--- config.mk ---
export PLATFORM = sky130hd
export DESIGN_NAME = nubus_master_sched_flat
export DESIGN_NICKNAME = d
export VERILOG_FILES = /design/src/rtl/nubus_master_sched_if.sv /design/src/rtl/nubus_master_sched.sv /design/src/flat_wrapper.sv
export SDC_FILE = /design/constraint.sdc
export NUM_CORES = 1
export LEC_CHECK = 0
export CORE_MARGIN = 4
export CORE_UTILIZATION = 50
export DETAILED_ROUTE_END_ITERATION = 12
export HOLD_SLACK_MARGIN = 0.1
export PLACE_DENSITY = 0.73
export SYNTH_ARGS = -nofsm -noshare
export SYNTH_HDL_FRONTEND = slang
export SYNTH_SLANG_ARGS = --single-unit
--- constraint.sdc ---
create_clock -name clk -period 4.3 [get_ports clk]
set_input_delay 0.43 -clock clk [delete_from_list [all_inputs] [get_ports clk]]
set_output_delay 0.43 -clock clk [all_outputs]
set_load 0.02 [all_outputs]
--- src/rtl/nubus_master_sched_if.sv ---
// Bundle between the internal requesters / NuBus pad logic and the master-port scheduler.
// The master modport is the scheduler's view; slave is the requester/pad side.
interface nubus_master_sched_if #(
  parameter int NREQ = 4
);
  logic [NREQ-1:0] req;
  logic [NREQ-1:0] gnt;
  logic            done;
  logic            err;
  logic            rqst_o;
  logic            arb_won_i;
  logic            bus_idle_i;
  logic            start_o;
  logic            ack_i;
  logic [1:0]      ack_stat_i;
  logic            master_o;

  modport master (
    input  req, arb_won_i, bus_idle_i, ack_i, ack_stat_i,
    output gnt, done, err, rqst_o, start_o, master_o
  );

  modport slave (
    output req, arb_won_i, bus_idle_i, ack_i, ack_stat_i,
    input  gnt, done, err, rqst_o, start_o, master_o
  );
endinterface

--- src/rtl/nubus_master_sched.sv ---
// Round-robin scheduler sharing the card's NuBus master port between NREQ requesters.
// Optional NUBUS_SCHED_PREREQ_EN: overlap arbitration for the next tenure with the current transfer.
module nubus_master_sched #(
  parameter int NREQ    = 4,
  parameter int TIMEOUT = 255,
  parameter int TW      = 16
) (
  input  logic                 clk,
  input  logic                 reset,
  nubus_master_sched_if.master bus
);
  localparam int PW = $clog2(NREQ);

  typedef enum logic [2:0] {IDLE, ARB, START, DATA, DONE} state_t;

  state_t          state;
  logic [PW-1:0]   ptr;
  logic [PW-1:0]   pick_idx;
  logic [NREQ-1:0] pick_oh;
  logic [TW-1:0]   cnt;
  logic            bus_ok;
  logic            keep_rqst;
  int              best_d;

  assign bus_ok = bus.arb_won_i & bus.bus_idle_i;

`ifdef NUBUS_SCHED_PREREQ_EN
  assign keep_rqst = |(bus.req & ~bus.gnt);
`else
  assign keep_rqst = 1'b0;
`endif

  // Winner is the requester at the smallest upward distance from ptr+1.
  always_comb begin
    best_d   = NREQ;
    pick_idx = '0;
    for (int k = 0; k < NREQ; k++) begin
      if (bus.req[PW'(k)] && (((k + NREQ - 1 - int'(ptr)) % NREQ) < best_d)) begin
        best_d   = (k + NREQ - 1 - int'(ptr)) % NREQ;
        pick_idx = PW'(k);
      end
    end
  end

  assign pick_oh = NREQ'(1) << pick_idx;

  always_ff @(posedge clk or posedge reset) begin
    if (reset) begin
      state        <= IDLE;
      ptr          <= PW'(NREQ - 1);
      cnt          <= '0;
      bus.gnt      <= '0;
      bus.done     <= 1'b0;
      bus.err      <= 1'b0;
      bus.rqst_o   <= 1'b0;
      bus.start_o  <= 1'b0;
      bus.master_o <= 1'b0;
    end else begin
      bus.done    <= 1'b0;
      bus.err     <= 1'b0;
      bus.start_o <= 1'b0;
      case (state)
        IDLE: begin
          if (bus.req != '0) begin
            bus.gnt    <= pick_oh;
            ptr        <= pick_idx;
            bus.rqst_o <= 1'b1;
            state      <= ARB;
`ifdef NUBUS_SCHED_PREREQ_EN
            // Bus already won during the previous tenure: skip ARB.
            if (bus_ok) begin
              state        <= START;
              bus.start_o  <= 1'b1;
              bus.master_o <= 1'b1;
              bus.rqst_o   <= |(bus.req & ~pick_oh);
            end
`endif
          end else begin
            bus.rqst_o <= 1'b0;
          end
        end
        ARB: begin
          if (bus_ok) begin
            state        <= START;
            bus.start_o  <= 1'b1;
            bus.master_o <= 1'b1;
            bus.rqst_o   <= keep_rqst;
          end
        end
        START: begin
          // cnt tracks cycles elapsed since START.
          cnt        <= TW'(1);
          bus.rqst_o <= keep_rqst;
          state      <= DATA;
        end
        DATA: begin
          cnt        <= cnt + TW'(1);
          bus.rqst_o <= keep_rqst;
          if (bus.ack_i) begin
            bus.done <= 1'b1;
            bus.err  <= (bus.ack_stat_i != 2'b00);
            state    <= DONE;
          end else if (cnt >= TW'(TIMEOUT - 1)) begin
            bus.done <= 1'b1;
            bus.err  <= 1'b1;
            state    <= DONE;
          end
        end
        DONE: begin
          bus.gnt      <= '0;
          bus.master_o <= 1'b0;
          bus.rqst_o   <= keep_rqst;
          state        <= IDLE;
        end
        default: state <= IDLE;
      endcase
    end
  end
endmodule

--- src/flat_wrapper.sv ---
// flat-port wrapper written by rule: the top's interface ports become plain ports
module nubus_master_sched_flat 
#(
  parameter int NREQ    = 4,
  parameter int TIMEOUT = 255,
  parameter int TW      = 16
)
  (clk, reset, bus_req, bus_arb_won_i, bus_bus_idle_i, bus_ack_i, bus_ack_stat_i, bus_gnt, bus_done, bus_err, bus_rqst_o, bus_start_o, bus_master_o);
  nubus_master_sched_if #(.NREQ(NREQ)) bus_i ();
  input  logic clk;
  input  logic reset;
  input wire logic [$bits(bus_i.req)-1:0] bus_req;
  input wire logic [$bits(bus_i.arb_won_i)-1:0] bus_arb_won_i;
  input wire logic [$bits(bus_i.bus_idle_i)-1:0] bus_bus_idle_i;
  input wire logic [$bits(bus_i.ack_i)-1:0] bus_ack_i;
  input wire logic [$bits(bus_i.ack_stat_i)-1:0] bus_ack_stat_i;
  output wire logic [$bits(bus_i.gnt)-1:0] bus_gnt;
  output wire logic [$bits(bus_i.done)-1:0] bus_done;
  output wire logic [$bits(bus_i.err)-1:0] bus_err;
  output wire logic [$bits(bus_i.rqst_o)-1:0] bus_rqst_o;
  output wire logic [$bits(bus_i.start_o)-1:0] bus_start_o;
  output wire logic [$bits(bus_i.master_o)-1:0] bus_master_o;
  assign bus_i.req = bus_req;
  assign bus_i.arb_won_i = bus_arb_won_i;
  assign bus_i.bus_idle_i = bus_bus_idle_i;
  assign bus_i.ack_i = bus_ack_i;
  assign bus_i.ack_stat_i = bus_ack_stat_i;
  assign bus_gnt = bus_i.gnt;
  assign bus_done = bus_i.done;
  assign bus_err = bus_i.err;
  assign bus_rqst_o = bus_i.rqst_o;
  assign bus_start_o = bus_i.start_o;
  assign bus_master_o = bus_i.master_o;
  nubus_master_sched #(.NREQ(NREQ), .TIMEOUT(TIMEOUT), .TW(TW)) u_core (.clk(clk), .reset(reset), .bus(bus_i));
endmodule
-- After elaboration in Yosys (flattened, before gate mapping)
Cells that the tools add are included.
- add/subtract/negate cells: 3
- magnitude comparators: 3
- equal/unequal tests: 7
- shifts and indexed selects: 1
- multiplexer cells: 22
- bitwise operators: 3
- reduce and logical (&&, ||, !) cells: 17
- operator list (kind ; count):
    3-bit by 32-bit < comparator with 1-bit output ; 1
    32-bit 2-to-1 mux ; 1
    16-bit case mux with 2 select lines ; 1
    16-bit by 1-bit adder with 16-bit output, second input constant ; 1
    16-bit by 8-bit greater-or-equal comparator with 1-bit output, second input constant ; 1
    3-bit 2-to-1 mux ; 4
    3-bit case mux with 4 select lines ; 1
    1-bit 2-to-1 mux ; 11
    4-bit case mux with 2 select lines ; 1
    2-bit AND reduction ; 4
    2-bit nonzero test ; 4
    3-bit by 2-bit equality test with 1-bit output, second input constant ; 2
    3-bit by 4-bit < comparator with 1-bit output, second input constant ; 1
    4-bit 2-to-1 mux ; 1
    2-bit by 1-bit != test with 1-bit output, second input constant ; 2
    4-bit nonzero test ; 1
    2-bit OR reduction ; 2
    1-bit by 1-bit << shifter with 4-bit output, first input constant ; 1
    3-bit by 2-bit subtractor with 4-bit output, first input constant ; 1
    1-bit AND ; 3
    3-bit by 1-bit equality test with 1-bit output, second input constant ; 1
    3-bit equality test, second input constant ; 1
    3-bit zero test ; 1
    3-bit by 2-bit != test with 1-bit output, second input constant ; 1
    other kinds (7) ; 8
- bits in registers: 30
- input port bits: 11
- output and inout bits: 9
- word-level logic and storage cells: 65

-- Depth between registers and ports, before layout
Gate-level depths: netlist of run 1.
- depth after elaboration: 12
- mapped depth: 7

-- Least setup slack after synthesis of run 1
Ideal clock, no wire load.
- kind: register to register
- start: register u_core.state[2]
- end: register u_core.cnt[13]
- library setup time: 0.066 ns
- data arrival time: 1.757 ns
- required time: 4.234 ns
- setup slack: 2.477 ns
- cell stages (with the launch flop): 7
- buffers on the path: 2
- period minus slack after synthesis: 1.823 ns
- cells stage by stage: dfrtp_1 buf_6 nand2b_4 buf_6 or4b_4 or4_1 nand2_1
- word-level cells in the longest chain between the ends: 2
- elaborated cells between the ends (all ways): 4
- those cells by class: 2 x eq/ne; 1 x mux; 1 x reduce/logical
- ends and longest elaborated chain (element ; RTL line ; text):
    from (decl) ; nubus_master_sched.sv:16 ; state_t state;
    from (signal assigned) ; nubus_master_sched.sv:49 ; state <= IDLE;
    from (signal assigned) ; nubus_master_sched.sv:68 ; state <= ARB;
    from (signal assigned) ; nubus_master_sched.sv:84 ; state <= START;
    3-bit by 2-bit equality test with 1-bit output ; nubus_master_sched.sv:62 ; case (state)
    16-bit case mux with 2 select lines or 2-bit nonzero test (tied branches) ; n/a ;
    to (signal assigned) ; nubus_master_sched.sv:97 ; cnt <= cnt + TW'(1);
    to (decl) ; nubus_master_sched.sv:20 ; logic [TW-1:0] cnt;
Parallel ways exist; a longest one is shown, timed or not.
A chain may end at the register's enable or synchronous reset.

-- Worst setup path in the final report of run 1
- start: register u_core.state[2]
- end: register u_core.cnt[15]
The elaborated chain is that of the path after synthesis.

==> impl_results.md, run 1 <==
* Layout cells sized above 1 at around 7.2%
* FFs w/ async S/R, synth at 100.0%
* Clock-pin slew on the worst setup and hold paths at 150 ps
* Reg-to-Reg Start: u_core.state[2]
* Die area at 3992 um^2
* Largest fanout on the critical path at 26
* Slew headroom at 31.27%
* Ordered cell list for the critical path: nand2b_4 -> or4b_4 -> or4_1 -> nand2_1
* Drt wl/cell at between 10 and 15 um
* NumNets Final at ~200
* Worst IR drop on VDD at 299.0 uV
* Pins Over Slew Limit at 0
* PnR Total Power at 963.1 uW
* Syn avg cell area at slightly above 9 um^2
* Most common cell in the netlist: dfrtp_1
* Final core utilization at between 60% and 70%
* CTS resizes at 0
* CTS Hold Bufs at 0
* WL final at slightly above 3 mm
* CTS Buffer Depth at 2
* Critical path class: flip-flop to flip-flop
* Synth top area cells: dfrtp_1, nand2_1, o21ai_0
* Yosys top cell area share at between 40% and 50%
* Gr ovfl total at 0
* Pre-Repair DR Iteration Count at 4
* Max Clock Freq at 0.5089 GHz
* Initial antenna violation count at 0
* Starting Density at a little over half
* TritonCTS clock tree: done
* Yosys cell types at 43
* CP required at around 4600 ps
* Critical path capture point type: flip-flop
* Vias in the first global route at between 1000 and 1500
* Global-route wire length before repair at approximately 5.5 mm
* Via count at ~1200
* Final antenna-violating net count at 0
* Worst path max stage delay at between 500 and 600 ps
* GRT met2 Usage at 27.27%
* Reg2reg setup slack at 2330 ps
* Worst hold path type: flip-flop to flip-flop
* Lkg Pwr at approximately 0.77 nW
* Gr usage total at 16.70%
* Residual DRC at 0
* Final GP Congestion at just under 0.8
* DP HPWL at between 2 and 2.5 mm
* CP Launch Type: flip-flop
* Sink Count at 28
* Grt met3 use at around 2.5%
* Clk_lat worst skew at around 330 ps
* Post-Synthesis Cells at about 170
* Synth top cells by count: dfrtp_1, nand2_1, nor2_1
* Worst R2R End: u_core.cnt[15]
* Ant diodes at 0
* WP data arrival at 2250 ps
* Row count at 19
* Core area at between 2000 and 3000 um^2
* Post-Syn Area at 1523 um^2
* Critical Path Source: u_core.state[2]
* Slowest CP cell: or4b_4
* CTS root buf: clkbuf_4
* Chip width at ~63 um
* PwrDens at ~560 nW/um^2
* Ys flop type: dfrtp_1
* Input/output buffers at 17
* Largest net degree at the start of global routing at 29
* Final instance area at approximately 1700 um^2
* Placed standard-cell area at 1678 um^2
* Seq cells post-synth at 28
* Chip height at 63.19 um
* Post-route setup TNS at 0 ps
* Area grow syn2layout at 13.64%
* Crit path capture: u_core.cnt[15]
* # Post-CTS Setup Buffers at 0
* H-tree depth at 1
* Final setup violation count at 0
* Iteration-0 DRC Markers at 96
* Largest area contributor in the netlist: dfrtp_1
* MaxCap Viol Count at 0
* Worst-Margin Slew at ~1000 ps
* Most used routing layer: met2
* Seq/Total Area, Yosys at 46.18%
* Layout fillers at 246
* Clock Skew at 2.259 ps
* CTS buffer count at 3
* Run status: finished clean
* Io pins at 20
* Period minus WS final at around 2000 ps
* RSZ-0062 raised after global routing: no
* Grt met1 use at a little under a quarter
* Post-synth EDFFs at 0
* Final period util at between 40% and 50%
* Via density at slightly below 6
* Hold Vio Cnt, Final at 0
* Worst R2R Path Depth at 4
* Ys Warns at 0
per-stage QoR:
step                      std cells  setup WS (ps)  hold slack, ps
after floorplan                 168           2477           460.5
after global placement          207           2253           503.5
after detailed placement        207           2127           507.3
after CTS                       211           2329           530.5
after global routing            211           2269           547.0
final                           211           2335           527.8
per-layer routing:
metal | vias up | wire length, um
li1 | 615 | -
met1 | 582 | 1446
met2 | 24 | 1492
met3 | 5 | 126
met4 | 0 | 36
met5 | - | 0
sequential cells by signal, indices dropped and copies added, names as in the netlist:
signal	flops
u_core.state	3
u_core.bus.rqst_o	1
u_core.bus.start_o	1
u_core.bus.gnt	2
u_core.bus.err	1
u_core.bus.done	1
u_core.ptr	2
u_core.cnt	16
u_core.bus.master_o	1
area by class of cell:
| cell class | count | area, um^2 | share of cell area [%] |
|---|---|---|---|
| Multi-Input combinational cell | 124 | 739.5 | 42.73 |
| Sequential cell | 28 | 703.2 | 40.64 |
| Tap cell | 31 | 38.79 | 2.242 |
| Clock inverter | 1 | 30.03 | 1.735 |
| Timing Repair Buffer | 17 | 170.2 | 9.834 |
| Inverter | 7 | 26.28 | 1.518 |
| Clock buffer | 3 | 22.52 | 1.302 |
power breakdown:
group / switching [mW] / leakage [nW] / total [mW] / internal, mW
Combinational: 0.212 / 0.402 / 0.369 / 0.158
Sequential: 0.0891 / 0.343 / 0.419 / 0.330
Clock: 0.0805 / 0.0279 / 0.175 / 0.0943
Total: 0.381 / 0.773 / 0.963 / 0.582
cells by family after synthesis:
group | share of synthesized area (%)
compound gates | 15.45
mux | 3.369
buf+inv | 5.505
xor+xnor | 1.151
flops | 46.18
fa+ha+maj | 2.465
other cells | 0.2463
simple gates | 25.64
worst min-delay path by stage:
stage | start | end | slack [ps] | cells after the start
2_1_floorplan | u_core.cnt[10] | u_core.cnt[10] | 460 | 1
3_3_place_gp | u_core.cnt[10] | u_core.cnt[10] | 500 | 1
3_5_place_dp | u_core.ptr[1] | u_core.ptr[1] | 510 | 1
4_1_cts | u_core.ptr[1] | u_core.ptr[1] | 530 | 1
5_1_grt | u_core.ptr[1] | u_core.ptr[1] | 550 | 1
6_report | u_core.ptr[1] | u_core.ptr[1] | 530 | 1
critical path: cells and delay by family (launching register included):
family           cells  cell delay [ps]
and+or+nand+nor      4             1430
DFF                  1              490
cell usage in the layout (no fill, tap or decap), types with 2 or more instances in the layout:
cell type,n
or2_2,2
nand2_1,22
o31ai_1,2
xor2_1,2
o21ai_0,14
ha_1,3
o211ai_1,2
conb_1,2
nor4_1,2
a21oi_1,5
dfrtp_1,26
o221ai_1,2
mux2i_1,4
clkdlybuf4s50_1,17
and2_1,2
or4_1,3
or3_1,4
nor2_1,16
a31oi_1,2
nor3_1,5
dfstp_2,2
a21o_1,2
a211oi_1,2
and3_1,4
nand3_1,7
clkbuf_4,3
inv_1,7
nand4_1,2
(Power assumes the default switching activity.)
==> run 2, diff against run 1 <==
--- a/config.mk
+++ b/config.mk
@@ -6,10 +6,10 @@
 export NUM_CORES = 1
 export LEC_CHECK = 0
 export CORE_MARGIN = 4
-export CORE_UTILIZATION = 50
+export CORE_UTILIZATION = 49
 export DETAILED_ROUTE_END_ITERATION = 12
 export HOLD_SLACK_MARGIN = 0.1
-export PLACE_DENSITY = 0.73
+export PLACE_DENSITY = 0.75
 export SYNTH_ARGS = -nofsm -noshare
 export SYNTH_HDL_FRONTEND = slang
 export SYNTH_SLANG_ARGS = --single-unit
==> constraint.sdc (replaced) <==
create_clock -name clk -period 1.6 [get_ports clk]
set_input_delay 0.16 -clock clk [delete_from_list [all_inputs] [get_ports clk]]
set_output_delay 0.16 -clock clk [all_outputs]
set_load 0.02 [all_outputs]
==> impl_results.md, run 2 (synthesis results as in run 1) <==
* Die area at 4063 um^2 (+1.8%)
* Layout fillers at 217 (-12%)
* Final GP Congestion at 0.8306 (+6.7%)
* PnR Total Power at 2.937 mW (+200%)
* H-tree depth at 1 (unchanged)
* Clock Power Share at 12.1% (-6.1 points)
* Worst hold path type: input port to asynchronous set/reset pin
* CTS buffer count at 3 (unchanged)
* Net switching power at 1.187 mW (+210%)
* Int Power at 1.750 mW (+200%)
* Lkg Pwr at 0.9247 nW (+20%)
* Largest net degree at the start of global routing at 29 (unchanged)
* Area of the multi-input gates at 800.8 um^2 (+8.3%)
* Input/output buffers at 17 (unchanged)
* CTS Buffer Depth at 2 (unchanged)
* Critical path capture point type: flip-flop
* Core area at 2853 um^2 (+0.84%)
* WL final at 3.770 mm (+22%)
* NumNets Final at 226 (+16%)
* Crit path capture: u_core.cnt[13]
* CP required at 1890 ps (-2700 ps)
* Commonest non-fill, non-tap cell in the layout: buf_4
* Failing checks: setup timing
* Largest fanout on the critical path at 4 (-85%)
* Reg-to-Reg Start: u_core.state[2]
* Gr ovfl total at 0 (unchanged)
* Post-route non-filler standard cell count at 242 (+15%)
* Drt wl/cell at 15.58 um (+6.0%)
* Top reg by flops: u_core.cnt
* CP Launch Type: flip-flop
* Starting Density at 53.38% (-0.45 points)
* Number of flip-flops in the largest register at 16 (unchanged)
* WP data arrival at 1970 ps (-280 ps)
* PwrDens at 1461 nW/um^2 (+160%)
* Area grow syn2layout at 32.05%
* TritonCTS clock tree: done
* Gr usage total at 19.53% (+2.8 points)
* Leading cell types in the layout, fill and taps excluded: buf_4, dfrtp_1, nand2_1
* Final setup violation count at 4 (+4)
* Sink Count at 28 (unchanged)
* Pins Over Slew Limit at 0 (unchanged)
* Net Sw Frac at 40.43% (+0.84 points)
* Pre-Repair DR Iteration Count at 4 (unchanged)
* Period minus WS final at 1674 ps (-291.5 ps)
* Max Clock Freq at 0.5975 GHz (+17%)
* Row count at 19 (unchanged)
* Flop pwr share at 35.0% (-8.5 points)
* CTS root buf: clkbuf_4
* Reg2reg setup slack at -70 ps (-2410 ps)
* Comb pwr share at 52.9% (+15 points)
* CTS Hold Bufs at 0 (unchanged)
* Worst R2R End: u_core.cnt[13]
* Io pins at 20 (unchanged)
* Ant diodes at 0 (unchanged)
* RSZ-0062 raised after global routing: yes
* Sequential Area at 703.2 um^2 (unchanged)
* Placed insts at 234 (+13%)
* Critical Path Source: u_core.state[2]
* Critical path class: flip-flop to flip-flop
* Worst R2R Path Depth at 4 (unchanged)
* Top flop regs: u_core.cnt x16, u_core.state x3
* Final period util at 104.6% (+59 points)
* Clk_lat worst skew at 340 ps (about the same)
* Hold Vio Cnt, Final at 0 (unchanged)
* Chip height at 63.75 um (+0.89%)
* Clock-pin slew on the worst setup and hold paths at 150 ps (about the same)
* DP HPWL at 2.603 mm (+16%)
* Vias in the first global route at 1368 (+15%)
* Run status: finished with violations
* Chip width at 63.75 um (+0.89%)
* MaxCap Viol Count at 0 (unchanged)
* Worst IR drop on VDD at 864.3 uV (+190%)
* Final antenna-violating net count at 0 (unchanged)
* Worst-Margin Slew at 503.3 ps (-526.5 ps)
* Clock Skew at 9.486 ps (+7.227 ps)
* Initial antenna violation count at 0 (unchanged)
* Iteration-0 DRC Markers at 114 (+19%)
* Pre-CTS setup slack at -139.9 ps (-2267 ps)
* Worst Slack Setup Final at -73.70 ps (-2408 ps)
* Via count at 1384 (+13%)
* Global-route wire length before repair at 6.313 mm (+15%)
* Via density at 5.719 (-1.6%)
* Residual DRC at 0 (unchanged)
* Slew headroom at 66.14% (+35 points)
* Layout cells sized above 1 at 27.01% (+20 points)
run 2: area by class of cell:
type / count / area share, %
inverters: 7 / 1.431
repair buffers: 48 / 20.04
multi-input cells: 124 / 39.83
flip-flops and latches: 28 / 34.97
well taps: 31 / 1.929
clock buffers: 4 / 1.805
run 2: metrics by stage:
stage | TNS (ps) | instance area [um^2] | hold slack, ps | util, %
floorplan | -353.1 | 1526 | 223.9 | -
global placement | -94.67 | 1881 | 498.7 | 65.92
detailed placement | -368.5 | 1881 | 499.8 | 65.92
CTS | -143.2 | 1932 | 165.6 | 67.72
global route | -789.5 | 2011 | 192.3 | 70.48
finish | -213.2 | 2011 | 167.6 | 70.48
run 2: what timing repair did:
item / CTS / global route
buffers inserted: 0 / 4
pin swaps: 3 / 7
resized for setup: 4 / 15
setup endpoints to repair: 8 / 11
run 2: routing by layer:
metal / GRT usage, % / wire length (um) / up-vias
met5: 0 / 0 / -
met4: 8.625 / 68 / 0
met3: 2.627 / 121 / 7
met2: 32.20 / 1859 / 29
met1: 25.73 / 1720 / 670
li1: - / - / 678
run 2: power by group through the flow:
| stage | Clock [mW] | Combinational, mW | Sequential [mW] |
|---|---|---|---|
| floorplan | 0 | 0.750 | 1.12 |
| global placement | 0 | 1.34 | 1.03 |
| detailed placement | 0 | 1.40 | 1.04 |
| CTS | 0.373 | 1.43 | 1.02 |
| global route | 0.404 | 1.72 | 1.05 |
| finish | 0.355 | 1.55 | 1.03 |
run 2: critical path: stages, from the launching register on:
cell      delay (ps)
dfrtp_1          410
nand2b_4         150
or4b_4           560
or4_1            420
nand2_1           80
run 2: how the worst min path moves through the flow:
stage          cells past startpoint  slack [ps]              end           from
4_1_cts                            3         170    u_core.cnt[4]          reset
6_report                           3         170   u_core.bus.err          reset
3_5_place_dp                       1         500    u_core.ptr[1]  u_core.ptr[1]
2_1_floorplan                      1         220  u_core.bus.done          reset
3_3_place_gp                       1         500    u_core.ptr[1]  u_core.ptr[1]
5_1_grt                            3         190    u_core.cnt[2]          reset
